`src/rtl/mem_stage_pkg.sv`:
```
// Shared encodings for the RISC-V memory stage: writeback selects, load/store
// size codes, FSM states and the MEM/WB register layout.
package mem_stage_pkg;

  localparam logic [1:0] WB_ALU = 2'b00;
  localparam logic [1:0] WB_MEM = 2'b01;
  localparam logic [1:0] WB_PC4 = 2'b10;

  localparam logic [2:0] FUNC3_B  = 3'b000;
  localparam logic [2:0] FUNC3_H  = 3'b001;
  localparam logic [2:0] FUNC3_W  = 3'b010;
  localparam logic [2:0] FUNC3_BU = 3'b100;
  localparam logic [2:0] FUNC3_HU = 3'b101;

  typedef enum logic {ST_IDLE = 1'b0, ST_WAIT = 1'b1} state_e;

  typedef struct packed {
    logic [31:0] alu_res;
    logic [31:0] mem_data;
    logic [31:0] pc4;
    logic [4:0]  w_idx;
    logic [1:0]  wb_sel;
    logic        wb_en;
  } wb_t;

endpackage

```
`src/rtl/mem_stage_if.sv`:
```
// Data-memory req/ack port. The memory stage drives the request side (master),
// the memory model or cache answers with ack and read data (slave).
interface mem_stage_if;
  logic        o_dmem_req;
  logic        o_dmem_we;
  logic [31:0] o_dmem_addr;
  logic [31:0] o_dmem_wdata;
  logic [3:0]  o_dmem_be;
  logic        i_dmem_ack;
  logic [31:0] i_dmem_rdata;

  modport master (
    output o_dmem_req, o_dmem_we, o_dmem_addr, o_dmem_wdata, o_dmem_be,
    input  i_dmem_ack, i_dmem_rdata
  );

  modport slave (
    input  o_dmem_req, o_dmem_we, o_dmem_addr, o_dmem_wdata, o_dmem_be,
    output i_dmem_ack, i_dmem_rdata
  );
endinterface

```
`src/rtl/mem_stage_lsu_align.sv`:
```
// Byte-lane alignment: store byte enables / replicated write data, load lane
// extraction with sign/zero extension, and the misaligned-access check.
module lsu_align
  import mem_stage_pkg::*;
(
  input  logic [1:0]  addr_lo_i,
  input  logic [2:0]  func3_i,
  input  logic        is_store_i,
  input  logic [31:0] rs2_i,
  input  logic [31:0] rdata_i,
  output logic [3:0]  be_o,
  output logic [31:0] wdata_o,
  output logic [31:0] load_data_o,
  output logic        misaligned_o
);

  logic [31:0] lane;

  always_comb begin
    misaligned_o = 1'b0;
    be_o         = 4'b1111;
    wdata_o      = 32'h0;
    load_data_o  = 32'h0;
    lane         = rdata_i >> {addr_lo_i, 3'b000};

    // func3[1:0] carries the size; func3[2] selects zero extension on loads
    unique case (func3_i[1:0])
      2'b00: begin
        if (is_store_i) begin
          be_o    = 4'b0001 << addr_lo_i;
          wdata_o = {4{rs2_i[7:0]}};
        end
        load_data_o = func3_i[2] ? {24'h0, lane[7:0]} : {{24{lane[7]}}, lane[7:0]};
      end
      2'b01: begin
        misaligned_o = addr_lo_i[0];
        if (is_store_i) begin
          be_o    = addr_lo_i[1] ? 4'b1100 : 4'b0011;
          wdata_o = {2{rs2_i[15:0]}};
        end
        load_data_o = func3_i[2] ? {16'h0, lane[15:0]} : {{16{lane[15]}}, lane[15:0]};
      end
      default: begin
        misaligned_o = |addr_lo_i;
        if (is_store_i) wdata_o = rs2_i;
        load_data_o = rdata_i;
      end
    endcase
  end

endmodule

```
`src/rtl/mem_stage.sv`:
```
// RISC-V memory stage: issues loads/stores on the req/ack port, stalls upstream
// while waiting (bounded by TIMEOUT), and registers results into MEM/WB.
module mem_stage
  import mem_stage_pkg::*;
#(
  parameter int TIMEOUT = 16
) (
  input  logic        clk,
  input  logic        rst,
  input  logic [31:0] i_alu_res,
  input  logic [31:0] i_rs2,
  input  logic        i_mem_w_en,
  input  logic [2:0]  i_func3,
  input  logic [31:0] i_pc4,
  input  logic [4:0]  i_w_idx,
  input  logic [1:0]  i_wb_sel,
  input  logic        i_wb_en,
  output logic [31:0] o_mem_fw_data,
  output logic        o_stall,
  mem_stage_if.master dmem,
  output logic [31:0] o_alu_res,
  output logic [31:0] o_mem_data,
  output logic [31:0] o_pc4,
  output logic [4:0]  o_w_idx,
  output logic [1:0]  o_wb_sel,
  output logic        o_wb_en,
  output logic        o_misaligned,
  output logic        o_bus_err
);

  localparam int CW = $clog2(TIMEOUT + 1);

  state_e        state_q;
  logic [CW-1:0] cnt_q;
  wb_t           wb_q;
  logic          misaligned_q, bus_err_q;

  logic        is_load, is_store, mem_op, misaligned, req, timeout_hit;
  logic [3:0]  be;
  logic [31:0] wdata, load_data;

  assign is_load  = i_wb_en && (i_wb_sel == WB_MEM);
  assign is_store = i_mem_w_en;
  assign mem_op   = is_load || is_store;

  lsu_align u_align (
    .addr_lo_i    (i_alu_res[1:0]),
    .func3_i      (i_func3),
    .is_store_i   (is_store),
    .rs2_i        (i_rs2),
    .rdata_i      (dmem.i_dmem_rdata),
    .be_o         (be),
    .wdata_o      (wdata),
    .load_data_o  (load_data),
    .misaligned_o (misaligned)
  );

  // In WAIT the upstream registers are frozen, so the live inputs are the held op
  assign req = !rst && ((state_q == ST_IDLE && mem_op && !misaligned) || state_q == ST_WAIT);
  assign timeout_hit = (state_q == ST_WAIT) && (cnt_q == CW'(TIMEOUT));

  assign o_stall       = req && !dmem.i_dmem_ack && !timeout_hit;
  assign o_mem_fw_data = (i_wb_sel == WB_PC4) ? i_pc4 : i_alu_res;

  assign dmem.o_dmem_req   = req;
  assign dmem.o_dmem_we    = req && is_store;
  assign dmem.o_dmem_addr  = req ? {i_alu_res[31:2], 2'b00} : 32'h0;
  assign dmem.o_dmem_be    = req ? be : 4'h0;
  assign dmem.o_dmem_wdata = req ? wdata : 32'h0;

  always_ff @(posedge clk) begin
    if (rst) begin
      state_q      <= ST_IDLE;
      cnt_q        <= '0;
      wb_q         <= '0;
      misaligned_q <= 1'b0;
      bus_err_q    <= 1'b0;
    end else begin
      // Every cycle captures the op; wb_en alone decides whether it retires
      wb_q.alu_res  <= i_alu_res;
      wb_q.pc4      <= i_pc4;
      wb_q.w_idx    <= i_w_idx;
      wb_q.wb_sel   <= i_wb_sel;
      wb_q.mem_data <= 32'h0;
      wb_q.wb_en    <= 1'b0;
      misaligned_q  <= 1'b0;
      bus_err_q     <= 1'b0;
      unique case (state_q)
        ST_IDLE: begin
          if (!mem_op) begin
            wb_q.wb_en <= i_wb_en;
          end else if (misaligned) begin
            misaligned_q <= 1'b1;
          end else if (dmem.i_dmem_ack) begin
            wb_q.wb_en    <= i_wb_en;
            wb_q.mem_data <= is_load ? load_data : 32'h0;
          end else begin
            state_q <= ST_WAIT;
            cnt_q   <= CW'(1);
          end
        end
        ST_WAIT: begin
          if (dmem.i_dmem_ack) begin
            wb_q.wb_en    <= i_wb_en;
            wb_q.mem_data <= is_load ? load_data : 32'h0;
            state_q       <= ST_IDLE;
            cnt_q         <= '0;
          end else if (timeout_hit) begin
            bus_err_q <= 1'b1;
            state_q   <= ST_IDLE;
            cnt_q     <= '0;
          end else begin
            cnt_q <= cnt_q + CW'(1);
          end
        end
        default: state_q <= ST_IDLE;
      endcase
    end
  end

  assign o_alu_res    = wb_q.alu_res;
  assign o_mem_data   = wb_q.mem_data;
  assign o_pc4        = wb_q.pc4;
  assign o_w_idx      = wb_q.w_idx;
  assign o_wb_sel     = wb_q.wb_sel;
  assign o_wb_en      = wb_q.wb_en;
  assign o_misaligned = misaligned_q;
  assign o_bus_err    = bus_err_q;

endmodule

```
`src/flat_wrapper.sv`:
```
// flat-port wrapper written by rule: the top's interface ports become plain ports
module mem_stage_flat import mem_stage_pkg::*;
#(
  parameter int TIMEOUT = 16
)
  (clk, rst, i_alu_res, i_rs2, i_mem_w_en, i_func3, i_pc4, i_w_idx, i_wb_sel, i_wb_en, o_mem_fw_data, o_stall, o_alu_res, o_mem_data, o_pc4, o_w_idx, o_wb_sel, o_wb_en, o_misaligned, o_bus_err, dmem_o_dmem_req, dmem_o_dmem_we, dmem_o_dmem_addr, dmem_o_dmem_wdata, dmem_o_dmem_be, dmem_i_dmem_ack, dmem_i_dmem_rdata);
  mem_stage_if dmem_i ();
  input  logic clk;
  input  logic rst;
  input  logic [31:0] i_alu_res;
  input  logic [31:0] i_rs2;
  input  logic i_mem_w_en;
  input  logic [2:0] i_func3;
  input  logic [31:0] i_pc4;
  input  logic [4:0] i_w_idx;
  input  logic [1:0] i_wb_sel;
  input  logic i_wb_en;
  output logic [31:0] o_mem_fw_data;
  output logic o_stall;
  output logic [31:0] o_alu_res;
  output logic [31:0] o_mem_data;
  output logic [31:0] o_pc4;
  output logic [4:0] o_w_idx;
  output logic [1:0] o_wb_sel;
  output logic o_wb_en;
  output logic o_misaligned;
  output logic o_bus_err;
  output wire logic [$bits(dmem_i.o_dmem_req)-1:0] dmem_o_dmem_req;
  output wire logic [$bits(dmem_i.o_dmem_we)-1:0] dmem_o_dmem_we;
  output wire logic [$bits(dmem_i.o_dmem_addr)-1:0] dmem_o_dmem_addr;
  output wire logic [$bits(dmem_i.o_dmem_wdata)-1:0] dmem_o_dmem_wdata;
  output wire logic [$bits(dmem_i.o_dmem_be)-1:0] dmem_o_dmem_be;
  input wire logic [$bits(dmem_i.i_dmem_ack)-1:0] dmem_i_dmem_ack;
  input wire logic [$bits(dmem_i.i_dmem_rdata)-1:0] dmem_i_dmem_rdata;
  assign dmem_o_dmem_req = dmem_i.o_dmem_req;
  assign dmem_o_dmem_we = dmem_i.o_dmem_we;
  assign dmem_o_dmem_addr = dmem_i.o_dmem_addr;
  assign dmem_o_dmem_wdata = dmem_i.o_dmem_wdata;
  assign dmem_o_dmem_be = dmem_i.o_dmem_be;
  assign dmem_i.i_dmem_ack = dmem_i_dmem_ack;
  assign dmem_i.i_dmem_rdata = dmem_i_dmem_rdata;
  mem_stage #(.TIMEOUT(TIMEOUT)) u_core (.clk(clk), .rst(rst), .i_alu_res(i_alu_res), .i_rs2(i_rs2), .i_mem_w_en(i_mem_w_en), .i_func3(i_func3), .i_pc4(i_pc4), .i_w_idx(i_w_idx), .i_wb_sel(i_wb_sel), .i_wb_en(i_wb_en), .o_mem_fw_data(o_mem_fw_data), .o_stall(o_stall), .dmem(dmem_i), .o_alu_res(o_alu_res), .o_mem_data(o_mem_data), .o_pc4(o_pc4), .o_w_idx(o_w_idx), .o_wb_sel(o_wb_sel), .o_wb_en(o_wb_en), .o_misaligned(o_misaligned), .o_bus_err(o_bus_err));
endmodule
```
`config.mk`:
```
export PLATFORM = sky130hd
export DESIGN_NAME = mem_stage_flat
export DESIGN_NICKNAME = d
export VERILOG_FILES = /design/src/rtl/mem_stage_pkg.sv /design/src/rtl/mem_stage_if.sv /design/src/rtl/mem_stage_lsu_align.sv /design/src/rtl/mem_stage.sv /design/src/flat_wrapper.sv
export SDC_FILE = /design/constraint.sdc
export NUM_CORES = 1
export LEC_CHECK = 0
export ABC_AREA = 1
export ABC_CLOCK_PERIOD_IN_PS = 1400
export BUFFER_PORTS_ARGS = -buffer_cell sky130_fd_sc_hd__buf_2
export CAP_MARGIN = 20
export CORE_AREA = 2 2 135 137
export CTS_CLUSTER_DIAMETER = 60
export DETAILED_ROUTE_END_ITERATION = 16
export DIE_AREA = 0 0 137 139
export HOLD_SLACK_MARGIN = 0.15
export PLACE_DENSITY = 0.7
export SETUP_SLACK_MARGIN = 0.1
export SYNTH_ARGS = -nofsm -noshare
export SYNTH_HDL_FRONTEND = slang
export SYNTH_SLANG_ARGS = --single-unit
```
`constraint.sdc`:
```
create_clock -name clk -period 1.4 [get_ports clk]
set_input_delay 0 -clock clk [delete_from_list [all_inputs] [get_ports clk]]
set_output_delay 0 -clock clk [all_outputs]
set_load 0.01 [all_outputs]
```
==> out/results.ini <==
[cells_and_area]
final_cell_mix=332 x buf_2, 160 x nand2_1, 122 x nor2_1, 110 x dfxtp_1, 109 x dlygate4sd3_1
num_antenna_cells=0
synthToLayoutAreaGrowth_pct=83.2
final_core_util_pct=51.9
drive_gt1_share_pct=40.3
nets=1338
nFillCells=1625
final_common_cell=buf_2

[sta]
drv_slew=0
whs_ns=0.166
min_period_ns=1.59
max_slew_margin_pct=61.4
hold_viol_final=0
finalWorstSetupSlack_ns=-0.194
setup_viol_count_final=65
fmax_mhz=628
period_share_pct=114
tightest_slew_ns=0.580
fin_skew_ns=0.00733
setup_tns_ns=-6.19
rsz0062_at_grt=true

[die]
die_w_um=137
start_util_pct=28.4
die_h_um=139
rows=49
die_area_um2=19000
io_pins=352
coreArea_um2=17700

[synth]
ys_seq_elements=112
ys_seq_area_share_pct=44.8
syn_area_um2=5010
synth_area_per_cell_um2=6.87
synthCells=729
synth_cell_types=32
ys_warn_count=0

[critical_path]
required_ns=1.40
startpoint_type=flop
crit_path_max_fanout=6
cp.arrival_ns=1.59
crit_chain=inv_4 > nand3_4 > nand3_4 > buf_12 > buf_16 > buf_12 > nor2_2 > buf_2
path_class=flop to primary output
endpoint_kind=primary output
slowest_stage=dfxtp_2
cpPeakStageDelay_ns=0.36

[clock_tree]
clockRootBuffer=clkbuf_16
cts_sinks=112
cts_made_buffers=9
cts.path.max_buffers=2
clk_pin_slew_ns=0.08
cts_tree=done
h-tree-depth=3
insertion_delay_ns=0.34

[routing]
vias=6476
drcViolationCount=0
wl_per_cell_um=15.2
dr.pass1.iters=5
drtIter0Drc=266
ant_nets=0
vias_per_cell=4.54
drt_wl_total_mm=21.7

[pwr]
leakage_nw=4.98
power_density_nw_per_um2=873
power.total_mw=8.00
peakVddDrop_uv=721

[run]
cap_violations=0

[grt]
antenna_found_initial=0
grt_overflow=0
track_usage_pct=20.8
grt_max_degree=76
grt_pass1_vias=6038
grt_pass1_wl_mm=30.8

[run_status]
outcome=finished with violations
violations=negative setup slack

[placed_design]
io_buffers=349
place_hpwl_mm=14.3
post-place-ws_ns=-0.00998
gp_congestion=0.850

[hold_path]
min_path_type=input pin to flop

worst max-delay path, delay by kind of cell (launching register included):
family / cells / cell delay [ns]
buffers and inverters: 5 / 0.61
and+or+nand+nor: 3 / 0.28
DFF: 1 / 0.36
through the flow:
| stage | instance area [µm²] | std cells |
|---|---|---|
| final | 9170 | 1427 |
| after global routing | 9170 | 1427 |
| after CTS | 8800 | 1419 |
| after detailed placement | 7050 | 1285 |
| after global placement | 7050 | 1285 |
| after floorplan | 5010 | 730 |
final cells by class:
class                   count  area [µm²]  share of cell area, %
inverters                  93         377                   4.11
well taps                 229         287                   3.12
repair buffers            493        3450                   37.6
clock inverters             6        83.8                  0.914
multi-input cells         484        2500                   27.3
flip-flops and latches    112        2240                   24.5
clock buffers              10         229                   2.50
final timing paths:
check	slack, ns	cells after the start	from	end
worst max-delay path	-0.19	8	u_core.state_q$_SDFF_PP0_	dmem_o_dmem_addr[16]
worst min-delay path	0.17	6	i_func3[2]	u_core.o_mem_data[10]$_SDFF_PP0_
worst max register to register	0.07	8	u_core.state_q$_SDFF_PP0_	u_core.o_mem_data[26]$_SDFF_PP0_
worst min register to register	0.49	2	u_core.cnt_q[1]$_SDFFE_PP0P_	u_core.cnt_q[1]$_SDFFE_PP0P_
power breakdown:
group | switching [mW] | internal (mW)
logic | 1.07 | 0.903
clock network | 1.26 | 1.44
registers | 0.0324 | 3.30
total | 2.36 | 5.64
state kept, by name (all words and copies together) (netlist names):
signal               cells
u_core.o_misaligned      1
u_core.cnt_q             5
u_core.o_wb_en           1
u_core.o_alu_res        32
u_core.o_w_idx           5
u_core.o_wb_sel          2
u_core.o_mem_data       32
u_core.o_bus_err         1
u_core.state_q           1
u_core.o_pc4            32
synthesized netlist by cell type:
cell type / number / area (µm²)
nand2_1: 166 / 623
nor2_1: 155 / 582
dfxtp_1: 112 / 2240
inv_1: 88 / 330
o21ai_0: 36 / 180
nand3_1: 35 / 175
a21oi_1: 25 / 125
clkbuf_1: 19 / 71.3
a211oi_1: 15 / 113
buf_2: 11 / 55.1
nor2_2: 11 / 68.8
nor3_1: 10 / 50.1
a22oi_1: 7 / 52.6
buf_4: 5 / 37.5
buf_6: 4 / 45.0
a31oi_1: 3 / 18.8
buf_1: 3 / 11.3
ha_1: 2 / 25.0
inv_2: 2 / 7.51
inv_4: 2 / 12.5
nand2_2: 2 / 12.5
nand2_4: 2 / 22.5
nand3_4: 2 / 35.0
nand4_1: 2 / 12.5
nor2_4: 2 / 22.5
xnor2_1: 2 / 17.5
conb_1: 1 / 3.75
inv_6: 1 / 8.76
nand3_2: 1 / 10.0
nand3b_1: 1 / 7.51
nor2_8: 1 / 20.0
o21a_1: 1 / 7.51
kinds of logic after synthesis:
group	synth area share, %
DFF	44.8
xor gates and xnor gates	0.350
and+or+nand+nor	32.8
other	0.0749
buffers and inverters	11.6
AOI/OAI and AO/OA	9.92
adders and majority gates	0.500
routing by layer:
metal	up-vias	GRT usage, %	routed length (µm)
met5	-	0	0
met4	0	7.70	654
met3	43	5.08	1590
met2	304	37.6	10900
met1	2957	23.2	8570
li1	3172	-	-
repair_timing:
| item | CTS | global route |
|---|---|---|
| hold endpoints to repair | 109 | 0 |
| hold buffers | 109 | 0 |
| gates cloned | 3 | 1 |
| endpoints found under the setup margin | 81 | 104 |
| gates resized for setup | 58 | 63 |
| pin swaps | 6 | 8 |
| setup buffers | 6 | 8 |
Power figures use the tool's default switching activity.
